**src/rtl/seq_mul_pkg.sv**
```systemverilog
// ----------------------------------------------------------------------------
// seq_mul_pkg
// Shared types and helpers for the iterative shift-add multiplier.
//   seq_mul_state_t : control FSM states (IDLE, CALC, DONE)
//   cnt_w(w)        : width of a counter that must hold the values 0..w
// ----------------------------------------------------------------------------
package seq_mul_pkg;

   typedef enum logic [1:0] {
      IDLE = 2'd0,
      CALC = 2'd1,
      DONE = 2'd2
   } seq_mul_state_t;

   function automatic int cnt_w(input int w);
      return $clog2(w + 1);
   endfunction

endpackage

```
**src/rtl/seq_mul_add.sv**
```systemverilog
// ----------------------------------------------------------------------------
// seq_mul_add
// WIDTH-bit adder with carry-out; the single adder shared by every
// partial-product step of seq_mul_iter.
// Ports:
//   x, y  in  WIDTH  addends
//   sum   out WIDTH  x + y (low WIDTH bits)
//   cout  out 1      carry out of the top bit
// ----------------------------------------------------------------------------
module seq_mul_add #(
   parameter int WIDTH = 32
) (
   input  logic [WIDTH-1:0] x,
   input  logic [WIDTH-1:0] y,
   output logic [WIDTH-1:0] sum,
   output logic             cout
);

   assign {cout, sum} = {1'b0, x} + {1'b0, y};

endmodule

```
**src/rtl/seq_mul_iter.sv**
```systemverilog
// ----------------------------------------------------------------------------
// seq_mul_iter
// Sequential shift-add multiplier: one partial-product step per clock,
// W-bit operands, 2W-bit product, signed or unsigned per operation.
// Operands are converted to magnitudes on accept, multiplied unsigned, and
// the sign is applied on the final step.
//
// Ports:
//   clk, rst_n   clock (rising edge), asynchronous active-low reset
//   in_valid     operands/mode presented     in_ready   accepting operands
//   a, b         multiplicand / multiplier    is_signed  1 = two's complement
//   out_valid    product holds a result       out_ready  consumer takes it
//   product      2W-bit result                busy       not idle
//
// Build option:
//   SEQ_MUL_EARLY_TERM_EN - when defined, CALC finishes as soon as every
//   multiplier bit still to be consumed is zero, using a barrel shift to
//   align the accumulator in that final step.
// ----------------------------------------------------------------------------
module seq_mul_iter
   import seq_mul_pkg::*;
#(
   parameter int WIDTH = 32
) (
   input  logic               clk,
   input  logic               rst_n,
   input  logic               in_valid,
   output logic               in_ready,
   input  logic [WIDTH-1:0]   a,
   input  logic [WIDTH-1:0]   b,
   input  logic               is_signed,
   output logic               out_valid,
   input  logic               out_ready,
   output logic [2*WIDTH-1:0] product,
   output logic               busy
);

   localparam int PW = 2 * WIDTH;
   localparam int CW = cnt_w(WIDTH);

   seq_mul_state_t   state, state_nxt;

   logic [WIDTH-1:0] mag_a;      // captured |a|
   logic             neg;        // result must be negated
   logic [PW-1:0]    acc;        // {partial product, unconsumed multiplier bits}
   logic [CW-1:0]    cnt;        // steps remaining

   logic             accept;
   logic [WIDTH-1:0] a_mag_in, b_mag_in;
   logic [WIDTH-1:0] add_sum;
   logic             add_cout;
   logic [PW-1:0]    step_acc;
   logic [PW-1:0]    prod_nxt;
   logic             last_step;

   assign accept = in_valid & in_ready;

   // Magnitudes of the incoming operands. For -2^(W-1) the two's-complement
   // negate wraps back to 2^(W-1), which is the correct unsigned magnitude.
   always_comb begin
      a_mag_in = (is_signed & a[WIDTH-1]) ? (~a + WIDTH'(1)) : a;
      b_mag_in = (is_signed & b[WIDTH-1]) ? (~b + WIDTH'(1)) : b;
   end

   seq_mul_add #(.WIDTH(WIDTH)) u_add (
      .x    (acc[PW-1:WIDTH]),
      .y    (mag_a),
      .sum  (add_sum),
      .cout (add_cout)
   );

`ifdef SEQ_MUL_EARLY_TERM_EN
   logic [PW-1:0] rem_mask;
`endif

   // One shift-add step; the carry re-enters at the top as the accumulator
   // shifts right, so the high half never loses a bit.
   always_comb begin
      // NOTE: every combinational output gets a default first so no path
      // leaves it unassigned, which would otherwise infer a latch.
      step_acc  = acc[0] ? {add_cout, add_sum, acc[WIDTH-1:1]} : (acc >> 1);
      last_step = (cnt == CW'(1));
`ifdef SEQ_MUL_EARLY_TERM_EN
      // The low cnt bits of acc are the multiplier bits not yet consumed.
      // If they are all zero, no further adds can happen: align and finish.
      rem_mask = (PW'(1) << cnt) - PW'(1);
      if ((acc & rem_mask) == '0) begin
         step_acc  = acc >> cnt;
         last_step = 1'b1;
      end
`endif
      prod_nxt = neg ? (~step_acc + PW'(1)) : step_acc;
   end

   // ---------------- FSM: state register ----------------
   always_ff @(posedge clk or negedge rst_n) begin
      if (!rst_n) state <= IDLE;
      else        state <= state_nxt;
   end

   // ---------------- FSM: next state ----------------
   always_comb begin
      state_nxt = state;
      case (state)
         IDLE:    if (in_valid)  state_nxt = CALC;
         CALC:    if (last_step) state_nxt = DONE;
         DONE:    if (out_ready) state_nxt = IDLE;
         default:                state_nxt = IDLE;
      endcase
   end

   // ---------------- FSM: outputs ----------------
   always_comb begin
      in_ready  = (state == IDLE);
      out_valid = (state == DONE);
      busy      = (state != IDLE);
   end

   // ---------------- Datapath ----------------
   // NOTE: sequential state is written with non-blocking assignments so all
   // registers update together from values sampled before the edge.
   // NOTE: datapath registers are reset too, so a reset mid-operation leaves
   // product at 0 and no stale partial result can ever be observed.
   always_ff @(posedge clk or negedge rst_n) begin
      if (!rst_n) begin
         mag_a   <= '0;
         neg     <= 1'b0;
         acc     <= '0;
         cnt     <= '0;
         product <= '0;
      end else if (accept) begin
         mag_a <= a_mag_in;
         neg   <= is_signed & (a[WIDTH-1] ^ b[WIDTH-1]);
         acc   <= {{WIDTH{1'b0}}, b_mag_in};
         cnt   <= CW'(WIDTH);
      end else if (state == CALC) begin
         acc <= step_acc;
         cnt <= last_step ? '0 : cnt - CW'(1);
         if (last_step) product <= prod_nxt;
      end
   end

endmodule

```
**config.mk**
```make
export PLATFORM = sky130hd
export DESIGN_NAME = seq_mul_iter
export DESIGN_NICKNAME = d
export VERILOG_FILES = /design/src/rtl/seq_mul_pkg.sv /design/src/rtl/seq_mul_add.sv /design/src/rtl/seq_mul_iter.sv
export SDC_FILE = /design/constraint.sdc
export NUM_CORES = 1
export LEC_CHECK = 0
export ABC_AREA = 0
export CORE_ASPECT_RATIO = 1.4
export CORE_MARGIN = 2
export CORE_UTILIZATION = 40
export CTS_CLUSTER_SIZE = 20
export DETAILED_ROUTE_END_ITERATION = 16
export GPL_TIMING_DRIVEN = 0
export PLACE_DENSITY = 0.61
export SKIP_LAST_GASP = 1
export SYNTH_ARGS = -nofsm -noshare
export SYNTH_HDL_FRONTEND = slang
export SYNTH_HIERARCHICAL = 1
export SYNTH_SLANG_ARGS = --single-unit
```
**constraint.sdc**
```tcl
create_clock -name clk -period 3.9 [get_ports clk]
set_input_delay 0.585 -clock clk [delete_from_list [all_inputs] [get_ports clk]]
set_output_delay 0.585 -clock clk [all_outputs]
set_load 0.03 [all_outputs]
```
# Word-level counts from Yosys, hierarchy flattened
# Index checks and enable logic that the tools add are counted.
[totals] output_inout_bits=67 wordCells=44 ff_bits=169 inputBits=69
[op_classes] muxes=13 n_eq_ne=6 reduce_logical=5 n_bitwise=9 add_sub_neg=5
[ops] op="2-to-1 mux 64 bit" count=4
[ops] op="adder 32 x 1 -> 32 bit (second input constant)" count=2
[ops] op="adder 64 x 1 -> 64 bit (second input constant)" count=1
[ops] op="2-to-1 mux 32 bit" count=2
[ops] op="NOT 32 bit" count=2
[ops] op="NOT 64 bit" count=1
[ops] op="adder 32 x 32 -> 33 bit" count=1
[ops] op="2-to-1 mux 6 bit" count=3
[ops] op="equality test 6 x 1 -> 1 bit (second input constant)" count=1
[ops] op="2-to-1 mux 2 bit" count=3
[ops] op="one-hot mux 2 bit (3 select lines)" count=1
[ops] op="AND reduction 3 bit" count=2
[ops] op="subtractor 6 x 1 -> 6 bit (second input constant)" count=1
[ops] op="AND 1 bit" count=4
[ops] op="!= test 2 bit (second input constant)" count=2
[ops] op="nonzero test 2 bit" count=2
[ops] op="equality test 2 x 1 -> 1 bit (second input constant)" count=1
[ops] op="equality test 2 bit (second input constant)" count=1
[ops] op="zero test 2 bit" count=1
[ops] op="!= test 2 x 1 -> 1 bit (second input constant)" count=1
[ops] op="NOT 1 bit" count=1
[ops] op="XOR 1 bit" count=1

# Longest topological paths before layout
# Gate-level depths: netlist of the first run.
[depth] ltp_word=5 mapped_depth=14 mapped_depth_nobuf=14

# Modules after synthesis
# Netlist of the first run, hierarchy kept.
[modules_own_cells] mod="seq_mul_iter" instances=1 seq_area_each_um2=4229.1 cells_each=1155 area_per_inst_um2=9957.0
[modules_own_cells] mod="seq_mul_add" instances=1 seq_area_each_um2=0.0 cells_each=258 area_per_inst_um2=1905.6

# Least setup slack after synthesis of the first run
# Ideal clock, no wire load.
[synth_timing] kind="flip-flop to flip-flop" start="reg mag_a[0]" end="reg product[57]" arrival_ns=3.543 t_required_ns=3.768 setup_slack_ns=0.225 synth_period_minus_slack_ns=3.675 stages_incl_launch_ff=15 setup_time_ns=0.132 path_buffers=0 cell_sequence="dfrtp_1 ha_1 fa_1 a211oi_1 o211ai_1 a21oi_1 nor2_1 a31oi_1 xnor2_1 nor3b_1 o22ai_1 a2111oi_0 nand4_1 and4b_1 or3b_1"
[synth_via] elab_chain_len=5
[synth_lines] element="from (decl)" line="seq_mul_iter.sv:43" rtl="logic [WIDTH-1:0] mag_a;"
[synth_lines] element="from (signal assigned)" line="seq_mul_iter.sv:132" rtl="mag_a <= a_mag_in;"
[synth_lines] element="adder 32 x 32 -> 33 bit" line="seq_mul_add.sv:19" rtl="assign {cout, sum} = {1'b0, x} + {1'b0, y};"
[synth_lines] element="net add_sum[18]" line="seq_mul_iter.sv:50" rtl="logic [WIDTH-1:0] add_sum;"
[synth_lines] element="2-to-1 mux 64 bit" line="seq_mul_iter.sv:81" rtl="step_acc = acc[0] ? {add_cout, add_sum, acc[WIDTH-1:1]} : (acc >> 1);"
[synth_lines] element="NOT 64 bit" line="seq_mul_iter.sv:92" rtl="prod_nxt = neg ? (~step_acc + PW'(1)) : step_acc;"
[synth_lines] element="adder 64 x 1 -> 64 bit" line="seq_mul_iter.sv:92"
[synth_lines] element="2-to-1 mux 64 bit" line="seq_mul_iter.sv:92"
[synth_lines] element="to (signal assigned)" line="seq_mul_iter.sv:139" rtl="if (last_step) product <= prod_nxt;"
[synth_lines] element="to (decl)" line="seq_mul_iter.sv:34" rtl="output logic [2*WIDTH-1:0] product,"
# The timed path passes the listed nets, and every way through them passes these cells.
# A chain may end at the register's enable or synchronous reset.

# Worst setup path after layout of the first run
[layout_timing] start="reg acc[42]" end="reg product[61]"
[layout_via] elab_chain_len=5
[layout_lines] element="from (decl)" line="seq_mul_iter.sv:45" rtl="logic [PW-1:0] acc;"
[layout_lines] element="from (signal assigned)" line="seq_mul_iter.sv:134" rtl="acc <= {{WIDTH{1'b0}}, b_mag_in};"
[layout_lines] element="from (signal assigned)" line="seq_mul_iter.sv:137" rtl="acc <= step_acc;"
[layout_lines] element="adder 32 x 32 -> 33 bit" line="seq_mul_add.sv:19"
[layout_lines] element="net add_sum[29]" line="seq_mul_iter.sv:50"
[layout_lines] element="2-to-1 mux 64 bit" line="seq_mul_iter.sv:81"
[layout_lines] element="NOT 64 bit" line="seq_mul_iter.sv:92"
[layout_lines] element="adder 64 x 1 -> 64 bit" line="seq_mul_iter.sv:92"
[layout_lines] element="2-to-1 mux 64 bit" line="seq_mul_iter.sv:92"
# The timed path passes the listed nets, and every way through them passes these cells.

==> results.ini, run 1 <==
[cells_and_area]
antennaDiodeCount=0
fin_area_um2=14960
utilization_pct=51.29
nFillCells=2823
drive_gt1_share_pct=10.46
nNetsFinal=1691
multi_input_area_um2=7752
seq_area_um2=4235
final_cells=1977
syn_to_final_growth_pct=26.10

[synth]
seq_area_frac_synth_pct=35.65
synth_edf_count=0
synth_top_area_share_pct=35.65
avgSynthCellArea_um2=8.395
synthCells=1413
synth_seq_cells=169
yosys.area.top_type=dfrtp_1
synth_nets=1520
ys_top_cells_by_area=dfrtp_1 (36%), o21ai_0 (7.1%), xor2_1 (6.7%)
ys.flop_type=dfrtp_1
synth_area_um2=11860
synth-async-reset-ratio_pct=100.0
ys_types=85
ys_warn_count=6

[sta]
tightest_slew_ns=1.198
hold_viol=0
period_needed_ns=3.934
rsz0062_at_grt=yes
post-route-worst-setup-slack_ns=-0.03375
max-slew-margin-rel_pct=19.40
finClkSkew_ns=0.02257
max_freq_mhz=254.2
period_share_pct=100.9
setup_tns_ns=-0.04802
slew_viol_final=0
setup_viol_count_final=2

[detailed_routing]
wl_per_cell_um=20.90
via_per_inst=5.886
detail-route-antenna-nets=0
drt_pass1_iterations=5
drt_iter0_drc=706
drc=0
vias=11637
routed_wl_um=41320

[placed_design]
io_buffers=135
place_hpwl_um=32280
dp_cells=1929
place.gp.congestion=0.9368
placed_area_um2=13720

[global_route]
grt_overflow=0
grt_usage_pct=27.04
grt_pass1_vias=11827
antenna_found_initial=0
grt_pass1_wl_um=64830
grt_max_degree=113

[setup_path]
worstPathRequired_ns=4.22
crit_path_top_delay_cell=dfrtp_2
startpoint_type=register
arrival_ns=4.25
r2r_cells=14
crit_start=acc[42]
worstSetupEndpointType=register
r2r_slack_ns=-0.03
crit_type=reg2reg
r2r-start=acc[42]
cp_cell_sequence=ha_1 > clkbuf_4 > and4_4 > nand3_1 > a211oi_4 > o32ai_4 > o41ai_2 > xor2_1 > mux2i_2 > o211ai_1 > or4_4 > o31ai_4 > xnor2_1 > o21ai_1
r2r-end=product[61]
critPathMaxFanout=8
cp_slowest_stage_delay_ns=0.46

[worst_hold_path]
min_path_type=in2async

[floorplan]
num_io_pins=136
num_rows=74
die_h_um=207.8
initial_core_util_pct=40.67
die_x_um=149.5
core_um2=29170
die_area_um2=31070

[clock_network]
clockRootBuffer=clkbuf_16
cts_tree=done
clk_pin_slew_worst_paths_ns=0.07
cts_buffer_depth=2
cts_hold_buffers=0
htree_levels=4
numClockSinks=169
clock_latency_ns=0.45
cts_buffers=17

[status]
status=finished with violations
violations=setup timing

[power]
power.density_nw_per_um2=1003
irDropWorstVdd_v=0.0004621
power_leakage_uw=0.005982

[flow_run]
drv_cap=0

[metrics by stage]
stage	hold WS [ns]	worst slack (ns)	total power, uW
3_5_place_dp	0.4712	-0.7376	12200
4_1_cts	0.06987	-0.003550	14440
3_3_place_gp	0.4653	-4.853	12110
2_1_floorplan	0.2894	0.2254	9131
5_1_grt	0.09490	-0.1454	15970
6_report	0.06721	-0.03375	15000
[worst max-delay path, delay by kind of cell (launching register included)]
kind / cells / cell delay [ns]
flops: 1 / 0.46
fa+ha+maj: 1 / 0.29
mux: 1 / 0.35
compound gates: 6 / 1.37
buf+inv: 1 / 0.19
xor+xnor: 2 / 0.33
simple gates: 3 / 0.83
[routing by layer]
metal  track usage [%]  part of all wire (%)  wire length, um
met1             29.33                    37            15350
met2             49.24                    52            21590
met3             3.231                   3.8             1584
met4             16.65                   6.8             2791
met5                 0                     0                0
[cell usage in the layout (no fill, tap or decap), drive strengths merged, types with 4 or more instances in the layout]
| cell type | Yosys | layout |
|---|---|---|
| nand2 | 203 | 203 |
| o21ai | 178 | 178 |
| dfrtp | 169 | 169 |
| clkdlybuf4s50 | 0 | 134 |
| xor2 | 91 | 91 |
| clkbuf | 67 | 87 |
| a21oi | 80 | 80 |
| nor2 | 68 | 68 |
| xnor2 | 57 | 57 |
| nand3 | 54 | 54 |
| nor3 | 46 | 46 |
| ha | 37 | 37 |
| mux2i | 35 | 35 |
| buf | 14 | 32 |
| a31oi | 28 | 28 |
| o31ai | 26 | 26 |
| inv | 21 | 24 |
| and3 | 23 | 23 |
| nor4 | 19 | 19 |
| a21o | 17 | 17 |
| or3 | 15 | 15 |
| o41ai | 15 | 15 |
| nor3b | 14 | 14 |
| or4 | 13 | 13 |
| o211ai | 9 | 9 |
| and2 | 9 | 9 |
| a211oi | 9 | 9 |
| nand2b | 7 | 7 |
| nand4 | 7 | 7 |
| o22ai | 7 | 7 |
| or3b | 7 | 7 |
| a41oi | 6 | 6 |
| mux2 | 5 | 5 |
| o221ai | 5 | 5 |
| clkinv | 0 | 5 |
| nor2b | 4 | 4 |
| o2111ai | 4 | 4 |
| or2 | 4 | 4 |
| and4 | 4 | 4 |
| nor4b | 4 | 4 |
[cell usage after synthesis, drive strengths merged (35+ instances only)]
master and count:
nand2 203, o21ai 178, dfrtp 169, xor2 91
a21oi 80, nor2 68, clkbuf 67, xnor2 57
nand3 54, nor3 46, ha 37, mux2i 35
[worst max-delay path by stage]
stage / to / slack [ns] / cells after the start
3_5_place_dp: product[57] / -0.74 / 14
4_1_cts: product[61] / -0.004 / 13
3_3_place_gp: mag_a[27] / -4.85 / 1
2_1_floorplan: product[57] / 0.23 / 14
6_report: product[61] / -0.03 / 14
5_1_grt: product[61] / -0.15 / 14
[registers in the layout, indices dropped and copies added, names as in the netlist]
signal   flops
acc         64
product     64
mag_a       32
cnt          6
state        2
neg          1
[final cells by class]
cell class                 instances  area share (%)
multi-input combinational       1142           51.82
tap                              380           3.178
inverter                          21          0.5269
sequential                       169           28.31
clock buffer                      20           2.986
buffer                            80           2.258
clock inverter                    12          0.7862
timing repair buffer             153           10.13
[power by group]
group          total [uW]  internal [uW]  switching [uW]
clock                1680            905             779
sequential           3560           2570             992
combinational        9750           3800            5950
[repair_timing]
action	in CTS	in global routing
setup endpoints to repair	20	18
buffers inserted	11	6
gates resized for setup	53	48
pin swaps	24	28
[kinds of logic after synthesis]
group | count (synthesis) | share of synthesized area [%]
xor gates and xnor gates | 148 | 10.93
and+or+nand+nor | 507 | 21.05
muxes | 40 | 3.428
adders and majority gates | 38 | 4.071
AOI/OAI and AO/OA | 409 | 21.35
DFF | 169 | 35.65
buffers and inverters | 102 | 3.523
Note: power is estimated with default switching activity, not from simulation.
==> run 2: changes to the inputs <==
--- a/config.mk
+++ b/config.mk
@@ -6,13 +6,15 @@
 export NUM_CORES = 1
 export LEC_CHECK = 0
 export ABC_AREA = 0
+export CELL_PAD_IN_SITES_DETAIL_PLACEMENT = 2
+export CELL_PAD_IN_SITES_GLOBAL_PLACEMENT = 2
 export CORE_ASPECT_RATIO = 1.4
 export CORE_MARGIN = 2
-export CORE_UTILIZATION = 40
+export CORE_UTILIZATION = 31
 export CTS_CLUSTER_SIZE = 20
 export DETAILED_ROUTE_END_ITERATION = 16
 export GPL_TIMING_DRIVEN = 0
-export PLACE_DENSITY = 0.61
+export PLACE_DENSITY = 0.76
 export SKIP_LAST_GASP = 1
 export SYNTH_ARGS = -nofsm -noshare
 export SYNTH_HDL_FRONTEND = slang
==> run 2 against run 1 <==
Power increased by 16%. Final area increased by 5.7%. Largest cell class unchanged. Cell count increased by 6.5%. Worst setup slack got worse by 0.32 ns. Combinational power increased by 21%. Highest routed layer unchanged. Utilization decreased by 9.3 points. Global-route usage increased by 0.16 points. The flow still finishes with violations (setup timing). First-iteration DRC count decreased by 5.0%. Wire length increased by 39%.
==> results.ini, run 2 (synthesized netlist as in run 1, its figures left out) <==
[setup_path]
worstSetupEndpointType=register
r2r_slack_ns=-0.35  ; -0.32 ns
crit_path_top_delay_cell=or4_4
arrival_ns=4.59  ; +0.34 ns
crit_type=reg2reg
worstPathRequired_ns=4.24  ; +0.02 ns
crit_path_end=product[61]
cp.depth=15  ; +1
cp_cell_sequence=ha_1 > buf_4 > nand2_1 > a2111o_1 > buf_6 > a21oi_4 > a31oi_4 > xnor2_2 > nor4b_4 > buf_4 > o211ai_1 > or4_4 > o31ai_4 > xnor2_2 > o21ai_1
r2r-end=product[61]
critPathMaxFanout=8  ; unchanged
cp_slowest_stage_delay_ns=0.55  ; +0.09 ns
r2r_cells=15  ; +1
r2r-start=acc[42]
crit_start=acc[42]
crit_family=compound AO/OA/AOI/OAI gates
crit_buf_inv=3  ; +2
startpoint_type=register

[detailed_routing]
drt_iter0_drc=671  ; -5.0%
via_per_inst=5.956  ; +1.2%
detail-route-antenna-nets=0  ; unchanged
vias=12544  ; +7.8%
routed_wl_um=57290  ; +39%
drc=0  ; unchanged
drt_pass1_iterations=5  ; unchanged
wl_per_cell_um=27.20  ; +30%

[global_route]
grt_max_degree=105  ; -7.1%
grt_usage_pct=27.20  ; +0.16 points
grt_overflow=0  ; unchanged
antenna_found_initial=0  ; unchanged
grt_pass1_wl_um=82810  ; +28%
grt_pass1_vias=13690  ; +16%

[cells_and_area]
largestRegisters=acc x64, product x64, mag_a x32
layout_common_cells=nand2_1 (203), dfrtp_1 (164), o21ai_0 (160)
nNetsFinal=1727  ; +2.1%
drive_gt1_share_pct=14.88  ; +4.4 points
fin_area_um2=15810  ; +5.7%
final_common_cell=nand2_1
syn_to_final_growth_pct=33.31
nFillCells=4165  ; +48%
antennaDiodeCount=0  ; unchanged

[sta]
setup_tns_ns=-2.794  ; -2.746 ns
slew_viol_final=0  ; unchanged
hold_viol=0  ; unchanged
rsz0062_at_grt=yes
tightest_slew_ns=1.313  ; +0.1148 ns
max-slew-margin-rel_pct=11.25  ; -8.2 points
finClkSkew_ns=0.01422  ; -0.008354 ns
whs_ns=0.04609  ; -0.02112 ns
setup_viol_count_final=17  ; +15
max_freq_mhz=235.3  ; -7.5%
period_share_pct=109.0  ; +8.1 points
period_needed_ns=4.251  ; +0.3169 ns
post-route-worst-setup-slack_ns=-0.3507  ; -0.3169 ns

[flow_run]
drv_cap=0  ; unchanged

[clock_network]
clock_latency_ns=0.47  ; +0.02 ns
cts_hold_buffers=0  ; unchanged
cts_tree=done
clk_pin_slew_worst_paths_ns=0.07  ; about the same
cts_buffers=17  ; unchanged
htree_levels=4  ; unchanged
cts_buffer_depth=2  ; unchanged
numClockSinks=169  ; unchanged
clockRootBuffer=clkbuf_16

[floorplan]
die_area_um2=39870  ; +28%
initial_core_util_pct=31.53  ; -9.1 points
die_x_um=169.3  ; +13%
num_rows=84  ; +14%
num_io_pins=136  ; unchanged
die_h_um=235.5  ; +13%
core_um2=37630  ; +29%

[status]
violations=setup timing
status=finished with violations

[placed_design]
place_hpwl_um=40290  ; +25%
placed_area_um2=13840  ; +0.89%
place.gp.congestion=0.8815  ; -5.9%
io_buffers=135  ; unchanged

[power]
power.density_nw_per_um2=1098  ; +9.5%
irDropWorstVdd_v=0.0003740  ; -19%
power_leakage_uw=0.006359  ; +6.3%

[worst_hold_path]
min_path_type=in2async

## run 2: worst reg2reg max path, delay by kind of cell (launching register included)
kind / cells / cell delay, ns
xor+xnor: 2 / 0.36
flops: 1 / 0.49
simple gates: 3 / 1.06
fa+ha+maj: 1 / 0.35
compound gates: 6 / 1.30
buf+inv: 3 / 0.57
## run 2: repair_timing
action,4_1_cts,5_1_grt
endpoints found under the setup margin,23,25
pin swaps,41,58
gates resized for setup,81,91
hold endpoints to repair,0,0
buffers inserted,36,17
## run 2: layer usage
metal | GRT usage (%) | vias to the layer above | wire [um]
met2 | 50.76 | 390 | 30710
met4 | 15.23 | 0 | 3677
met1 | 29.22 | 6446 | 21210
met3 | 3.413 | 176 | 1698
met5 | 0 | - | 0
li1 | - | 5532 | -
## run 2: worst min path at each step
stage / slack, ns / endpoint / cells past startpoint / start
floorplan: 0.29 / acc[0] / 0 / rst_n
global placement: 0.46 / cnt[5] / 1 / cnt[5]
detailed placement: 0.48 / product[23] / 2 / product[23]
CTS: 0.08 / product[16] / 1 / rst_n
global route: 0.11 / product[20] / 1 / rst_n
finish: 0.05 / product[20] / 1 / rst_n
## run 2: final cells by class
cell class	instances	area, um^2	share of cell area [%]
Clock buffer	22	474.2	2.999
Multi-Input combinational cell	1142	8077	51.07
Buffer	80	347.8	2.200
Tap cell	473	591.8	3.742
Inverter	21	78.83	0.4985
Sequential cell	169	4235	26.78
Clock inverter	10	186.4	1.179
Timing Repair Buffer	189	1823	11.53
## run 2: where the power goes
group          switching (uW)  internal, uW  total [uW]
registers                1050          2570        3620
clock network             793          1190        1980
logic                    7330          4420       11800
total                    9170          8190       17400
## run 2: per-stage QoR
stage                     worst slack (ns)  utilization (%)  power, uW  std cells
after floorplan                     0.2254                -       9131       1413
after global placement              -5.308            36.69      12310       2021
after detailed placement            -1.011            36.80      12630       2022
after CTS                         -0.09304            40.45      15780       2089
after global routing               -0.4501            42.03      18190       2106
final                              -0.3507            42.03      17360       2106
